### src/rtl/output_stream_buffer_if.sv
// ----------------------------------------------------------------------------
// output_stream_buffer_if
// Groups the CPU write port, the downstream valid/ready stream and the status
// flags of output_stream_buffer into one bundle.
//   slave  : the buffer itself (takes writes, drives the stream and status)
//   master : the surroundings (CPU write-back side and output consumer)
// Signals:
//   wr_en, wr_chan, wr_data, hlt   CPU -> buffer
//   full                           buffer -> CPU (stall)
//   out_valid, out_data, out_chan  buffer -> consumer
//   out_ready                      consumer -> buffer
//   count, overflow, drained       buffer status
// ----------------------------------------------------------------------------
interface output_stream_buffer_if #(
    parameter int unsigned DATA_W = 16,
    parameter int unsigned DEPTH  = 16,
    parameter int unsigned CHAN_W = 2
);
    localparam int unsigned CNT_W = $clog2(DEPTH) + 1;

    logic              wr_en;
    logic [CHAN_W-1:0] wr_chan;
    logic [DATA_W-1:0] wr_data;
    logic              hlt;
    logic              full;
    logic              out_valid;
    logic              out_ready;
    logic [DATA_W-1:0] out_data;
    logic [CHAN_W-1:0] out_chan;
    logic [CNT_W-1:0]  count;
    logic              overflow;
    logic              drained;

    modport slave (
        input  wr_en, wr_chan, wr_data, hlt, out_ready,
        output full, out_valid, out_data, out_chan, count, overflow, drained
    );

    modport master (
        output wr_en, wr_chan, wr_data, hlt, out_ready,
        input  full, out_valid, out_data, out_chan, count, overflow, drained
    );
endinterface

### src/rtl/output_stream_buffer.sv
// ----------------------------------------------------------------------------
// output_stream_buffer
// Buffers words written by the CPU (OUT instruction) in a channel-tagged FIFO
// and drains them over a first-word-fall-through valid/ready stream.
// Ports:
//   clk    in  clock, rising edge
//   reset  in  synchronous, active-high; discards all stored words
//   bus    output_stream_buffer_if.slave (write port, stream, status flags)
// Status: full, out_valid, count, overflow (sticky dropped write) and drained
// (halted and empty) are decoded from registered state only, so there is no
// combinational path from wr_en/out_ready to them.
// ----------------------------------------------------------------------------
module output_stream_buffer #(
    parameter int unsigned DATA_W = 16,
    parameter int unsigned DEPTH  = 16,
    parameter int unsigned CHAN_W = 2
) (
    input logic                   clk,
    input logic                   reset,
    output_stream_buffer_if.slave bus
);
    localparam int unsigned PTR_W   = $clog2(DEPTH);
    localparam int unsigned CNT_W   = PTR_W + 1;
    localparam int unsigned ENTRY_W = CHAN_W + DATA_W;

    localparam logic [PTR_W-1:0] PTR_ONE = PTR_W'(1);
    localparam logic [CNT_W-1:0] CNT_ONE = CNT_W'(1);
    localparam logic [CNT_W-1:0] CNT_MAX = CNT_W'(DEPTH);

    logic [ENTRY_W-1:0] r_mem [DEPTH];
    logic [PTR_W-1:0]   r_rd_ptr;
    logic [PTR_W-1:0]   r_wr_ptr;
    logic [CNT_W-1:0]   r_count;
    logic               r_overflow;
    logic               r_halted;

    logic               w_empty;
    logic               w_full;
    logic               w_pop;
    logic               w_push;
    logic               w_drop;
    logic [ENTRY_W-1:0] w_head;

    assign w_empty = (r_count == '0);
    assign w_full  = (r_count == CNT_MAX);
    assign w_pop   = ~w_empty & bus.out_ready;
    // A pop frees the slot in the same cycle, so a full FIFO still accepts.
    assign w_push  = bus.wr_en & ~r_halted & (~w_full | w_pop);
    // Writes while halted are ignored silently, not counted as overflow.
    assign w_drop  = bus.wr_en & ~r_halted & w_full & ~w_pop;
    assign w_head  = r_mem[r_rd_ptr];

    // Storage array carries no reset; stale entries are masked by count.
    always_ff @(posedge clk) begin
        if (w_push) begin
            r_mem[r_wr_ptr] <= {bus.wr_chan, bus.wr_data};
        end
    end

    always_ff @(posedge clk) begin
        if (reset) begin
            r_rd_ptr   <= '0;
            r_wr_ptr   <= '0;
            r_count    <= '0;
            r_overflow <= 1'b0;
            r_halted   <= 1'b0;
        end else begin
            if (w_push) begin
                r_wr_ptr <= r_wr_ptr + PTR_ONE;
            end
            if (w_pop) begin
                r_rd_ptr <= r_rd_ptr + PTR_ONE;
            end
            case ({w_push, w_pop})
                2'b10:   r_count <= r_count + CNT_ONE;
                2'b01:   r_count <= r_count - CNT_ONE;
                default: r_count <= r_count;
            endcase
            if (w_drop) begin
                r_overflow <= 1'b1;
            end
            // Latched from registered state above, so a write in the first
            // hlt cycle is still accepted.
            if (bus.hlt) begin
                r_halted <= 1'b1;
            end
        end
    end

    assign bus.full      = w_full;
    assign bus.out_valid = ~w_empty;
    assign bus.out_data  = w_empty ? '0 : w_head[DATA_W-1:0];
    assign bus.out_chan  = w_empty ? '0 : w_head[ENTRY_W-1:DATA_W];
    assign bus.count     = r_count;
    assign bus.overflow  = r_overflow;
    assign bus.drained   = r_halted & w_empty;
endmodule
### src/flat_wrapper.sv
// flat-port wrapper written by rule: the top's interface ports become plain ports
module output_stream_buffer_flat 
#(
    parameter int unsigned DATA_W = 16,
    parameter int unsigned DEPTH  = 16,
    parameter int unsigned CHAN_W = 2
)
  (clk, reset, bus_wr_en, bus_wr_chan, bus_wr_data, bus_hlt, bus_out_ready, bus_full, bus_out_valid, bus_out_data, bus_out_chan, bus_count, bus_overflow, bus_drained);
  output_stream_buffer_if #(.DATA_W(DATA_W), .DEPTH(DEPTH), .CHAN_W(CHAN_W)) bus_i ();
  input logic clk;
  input logic reset;
  input wire logic [$bits(bus_i.wr_en)-1:0] bus_wr_en;
  input wire logic [$bits(bus_i.wr_chan)-1:0] bus_wr_chan;
  input wire logic [$bits(bus_i.wr_data)-1:0] bus_wr_data;
  input wire logic [$bits(bus_i.hlt)-1:0] bus_hlt;
  input wire logic [$bits(bus_i.out_ready)-1:0] bus_out_ready;
  output wire logic [$bits(bus_i.full)-1:0] bus_full;
  output wire logic [$bits(bus_i.out_valid)-1:0] bus_out_valid;
  output wire logic [$bits(bus_i.out_data)-1:0] bus_out_data;
  output wire logic [$bits(bus_i.out_chan)-1:0] bus_out_chan;
  output wire logic [$bits(bus_i.count)-1:0] bus_count;
  output wire logic [$bits(bus_i.overflow)-1:0] bus_overflow;
  output wire logic [$bits(bus_i.drained)-1:0] bus_drained;
  assign bus_i.wr_en = bus_wr_en;
  assign bus_i.wr_chan = bus_wr_chan;
  assign bus_i.wr_data = bus_wr_data;
  assign bus_i.hlt = bus_hlt;
  assign bus_i.out_ready = bus_out_ready;
  assign bus_full = bus_i.full;
  assign bus_out_valid = bus_i.out_valid;
  assign bus_out_data = bus_i.out_data;
  assign bus_out_chan = bus_i.out_chan;
  assign bus_count = bus_i.count;
  assign bus_overflow = bus_i.overflow;
  assign bus_drained = bus_i.drained;
  output_stream_buffer #(.DATA_W(DATA_W), .DEPTH(DEPTH), .CHAN_W(CHAN_W)) u_core (.clk(clk), .reset(reset), .bus(bus_i));
endmodule
### config.mk
export PLATFORM = sky130hd
export DESIGN_NAME = output_stream_buffer_flat
export DESIGN_NICKNAME = d
export VERILOG_FILES = /design/src/rtl/output_stream_buffer_if.sv /design/src/rtl/output_stream_buffer.sv /design/src/flat_wrapper.sv
export SDC_FILE = /design/constraint.sdc
export NUM_CORES = 1
export LEC_CHECK = 0
export CORE_MARGIN = 4
export CORE_UTILIZATION = 45
export DETAILED_ROUTE_END_ITERATION = 8
export GPL_TIMING_DRIVEN = 0
export PLACE_DENSITY = 0.74
export SLEW_MARGIN = 40
export SYNTH_ARGS = -nofsm -noshare
export SYNTH_HDL_FRONTEND = slang
export SYNTH_SLANG_ARGS = --single-unit
### constraint.sdc
create_clock -name clk -period 3.1 [get_ports clk]
set_input_delay 0.465 -clock clk [delete_from_list [all_inputs] [get_ports clk]]
set_output_delay 0.465 -clock clk [all_outputs]
set_load 0.005 [all_outputs]
==> results.cfg <==
[outcome]
status = finished with violations
violations = negative setup slack

[detailed_routing]
dr.pass1.iters = 5
drc = 0
routed_wirelength_mm = 25.7
routedWlPerCell_um = 25.2
drt_iter0_markers = 510
postRouteAntennaNets = 0
viasPerCell = 5.78
num_vias = 5916

[timing]
setup_slack_ns = -0.00730
fin_crit_ns = 3.11
fin_worst_skew_ns = 0.0134
tightest_slew_ns = 0.593
grt_setup_unrepaired = true
finalCritPeriodShare_pct = 100
final-hold-violation-count = 0
fmax_mhz = 322
setup-tns-final_ns = -0.00730
relSlewSlack_pct = 60.4
slew_violations = 0
setup_viol = 1

[placement]
io_buffer_count = 47
placed_area_um2 = 13300
dp_hpwl_mm = 16.3
routabilityCongestion = 0.835

[logic_synthesis]
syn_area_um2 = 11900
yosys_register_bits = 307
yosysTopAreaCellShare_pct = 72.7
yosys-top-cells-count = 288 x edfxtp_1, 72 x mux4_2, 38 x mux2i_1, 29 x nor2_1, 19 x dfxtp_1
syn_area_per_cell_um2 = 21.1
synth_cells = 565
ys.flop_type = edfxtp_1
synth_nets = 594
ys_warn_count = 0
synth-edff-count = 288
synthMostInstantiatedCell = edfxtp_1
yosysUniqueCellTypes = 40
synth_area_leaders = edfxtp_1 73%, mux4_2 14%, dfxtp_1 3.2%
yosysTopAreaCell = edfxtp_1
synthArstFlopShare_pct = 0
seq_area_frac_synth_pct = 75.9

[final_layout]
n_antenna_cell = 0
nNetsFinal = 698
finalInstanceArea_um2 = 14500
area_growth_pct = 21.5
drive_above_1_share_pct = 28.9

[min_path]
min_from = reset
holdPathStages = 2
hold_path.class = in -> reg
min_to = u_core.r_wr_ptr[3]

[clock_tree]
clk_pin_slew_ns = 0.07
cts_sinks = 307
cts_tree = done
cts_hold_buffers = 0
cts_buffers = 29
cts-root-buf = clkbuf_16
cts_buffer_depth = 3
htreeDepth = 1
clk_latency_ns = 0.54

[power_and_ir_drop]
power.density_nw_per_um2 = 763
p_leak_nw = 4.54
vdd_ir_drop_max_v = 0.000470

[setup_path]
arrival_ns = 2.64
end_kind = output port
crit_required_ns = 2.63
worstSetupStartpointType = register
critPathKind = reg -> out
reg2reg_depth = 8
path_max_fanout = 10
r2r_end = u_core.r_mem[3][10]
r2r_slack_ns = 0.52
timing.rr.start = u_core.bus.count[1]

[floorplanning]
num_io_pins = 50
dieHeight_um = 171
dieArea_um2 = 29100
die_w_um = 171
start_util_pct = 45.7
core_um2 = 26100
fp-row-count = 59

[global_route]
grt_max_degree = 17
grt_pass1_wl_mm = 38.6
grt_overflow_total = 0
grt_pass1_vias = 6248
track_usage_pct = 17.8
antenna_found_initial = 0

[run]
maxCapViolations = 0
flip-flops by register name, indices dropped and copies added, names as in the netlist, named ones only:
name                 cells
u_core.r_rd_ptr          4
u_core.r_halted          1
u_core.r_wr_ptr          4
u_core.bus.count         5
u_core.bus.overflow      1
u_core.r_mem           288
report_power, final:
group	switching (mW)	total, mW	leakage (nW)	internal (mW)
registers	0.0763	4.69	2.75	4.62
logic	1.27	2.80	1.33	1.54
clock network	1.42	3.53	0.460	2.11
layout make-up:
type / instances / area (µm²)
clock inverter: 18 / 206
buffer: 30 / 317
multi-input combinational: 224 / 2890
inverter: 4 / 15.0
tap: 335 / 419
sequential: 307 / 9030
timing repair buffer: 73 / 843
clock buffer: 32 / 737
fill: 1874 / 11600
worst max-delay path, stage by stage (launching register included):
cell             delay [ns]
dfxtp_2                0.37
buf_12                 0.17
buf_12                 0.18
mux4_2                 0.52
mux2i_1                0.22
o22ai_2                0.16
clkdlybuf4s50_1        0.47
how the worst max path moves through the flow:
stage	end	slack (ns)	depth (start not counted)
2_1_floorplan	u_core.r_mem[3][0]	0.22	5
3_3_place_gp	u_core.r_mem[3][11]	-1.43	5
3_5_place_dp	u_core.bus.count[4]	0.08	10
4_1_cts	bus_out_data[2]	-0.02	6
5_1_grt	bus_out_data[4]	-0.08	6
6_report	bus_out_data[4]	-0.007	6
per-layer routing:
metal	track usage, %	share of wire [%]	vias up
met3	3.40	6.9	35
li1	-	-	2548
met4	3.99	1.9	0
met1	23.4	38	3096
met2	30.9	53	237
met5	0	0	-
cells in the final DEF, fill, tap and decap left out, types with 3 or more instances in the layout:
master	count
edfxtp_1	288
mux4_2	72
clkdlybuf4s50_1	44
mux2i_1	31
clkbuf_16	29
nor2_1	17
o22ai_1	15
dfxtp_1	15
nor2_4	12
clkinv_1	10
buf_2	9
buf_6	8
buf_8	8
buf_4	8
nand2_1	8
buf_12	7
nand3_1	7
clkbuf_4	6
clkbuf_1	6
xor2_1	6
ha_1	6
buf_16	6
mux2i_2	5
a21oi_1	5
bufinv_16	5
inv_1	4
nand2b_1	4
nor3_2	4
dfxtp_2	4
o22ai_2	3
dlymetal6s2s_1	3
metrics by stage:
step	std cells	setup WS (ns)	hold WS [ns]	util, %	total power, mW
final	1023	-0.00730	0.300	55.5	11.0
after global routing	1023	-0.0805	0.312	55.5	11.5
after CTS	1022	-0.0189	0.282	55.1	11.0
after detailed placement	971	0.0776	0.490	50.9	7.27
after global placement	947	-1.43	0.462	49.1	7.20
after floorplan	565	0.220	0.461	-	6.28
cell families after synthesis:
family	share of synthesized area, %
flip-flops	75.9
multiplexers	16.9
AND/OR/NAND/NOR	2.71
buffers and inverters	1.40
AO/OA/AOI/OAI	1.87
XOR/XNOR	0.589
adder cells (fa/ha/maj)	0.631
repair_timing:
action                                  CTS  global route
setup buffers                             1             1
pin swaps                                 1             0
endpoints found under the setup margin   18            16
resized for setup                        49            24
cloned                                    0             0
(Power assumes the default switching activity.)
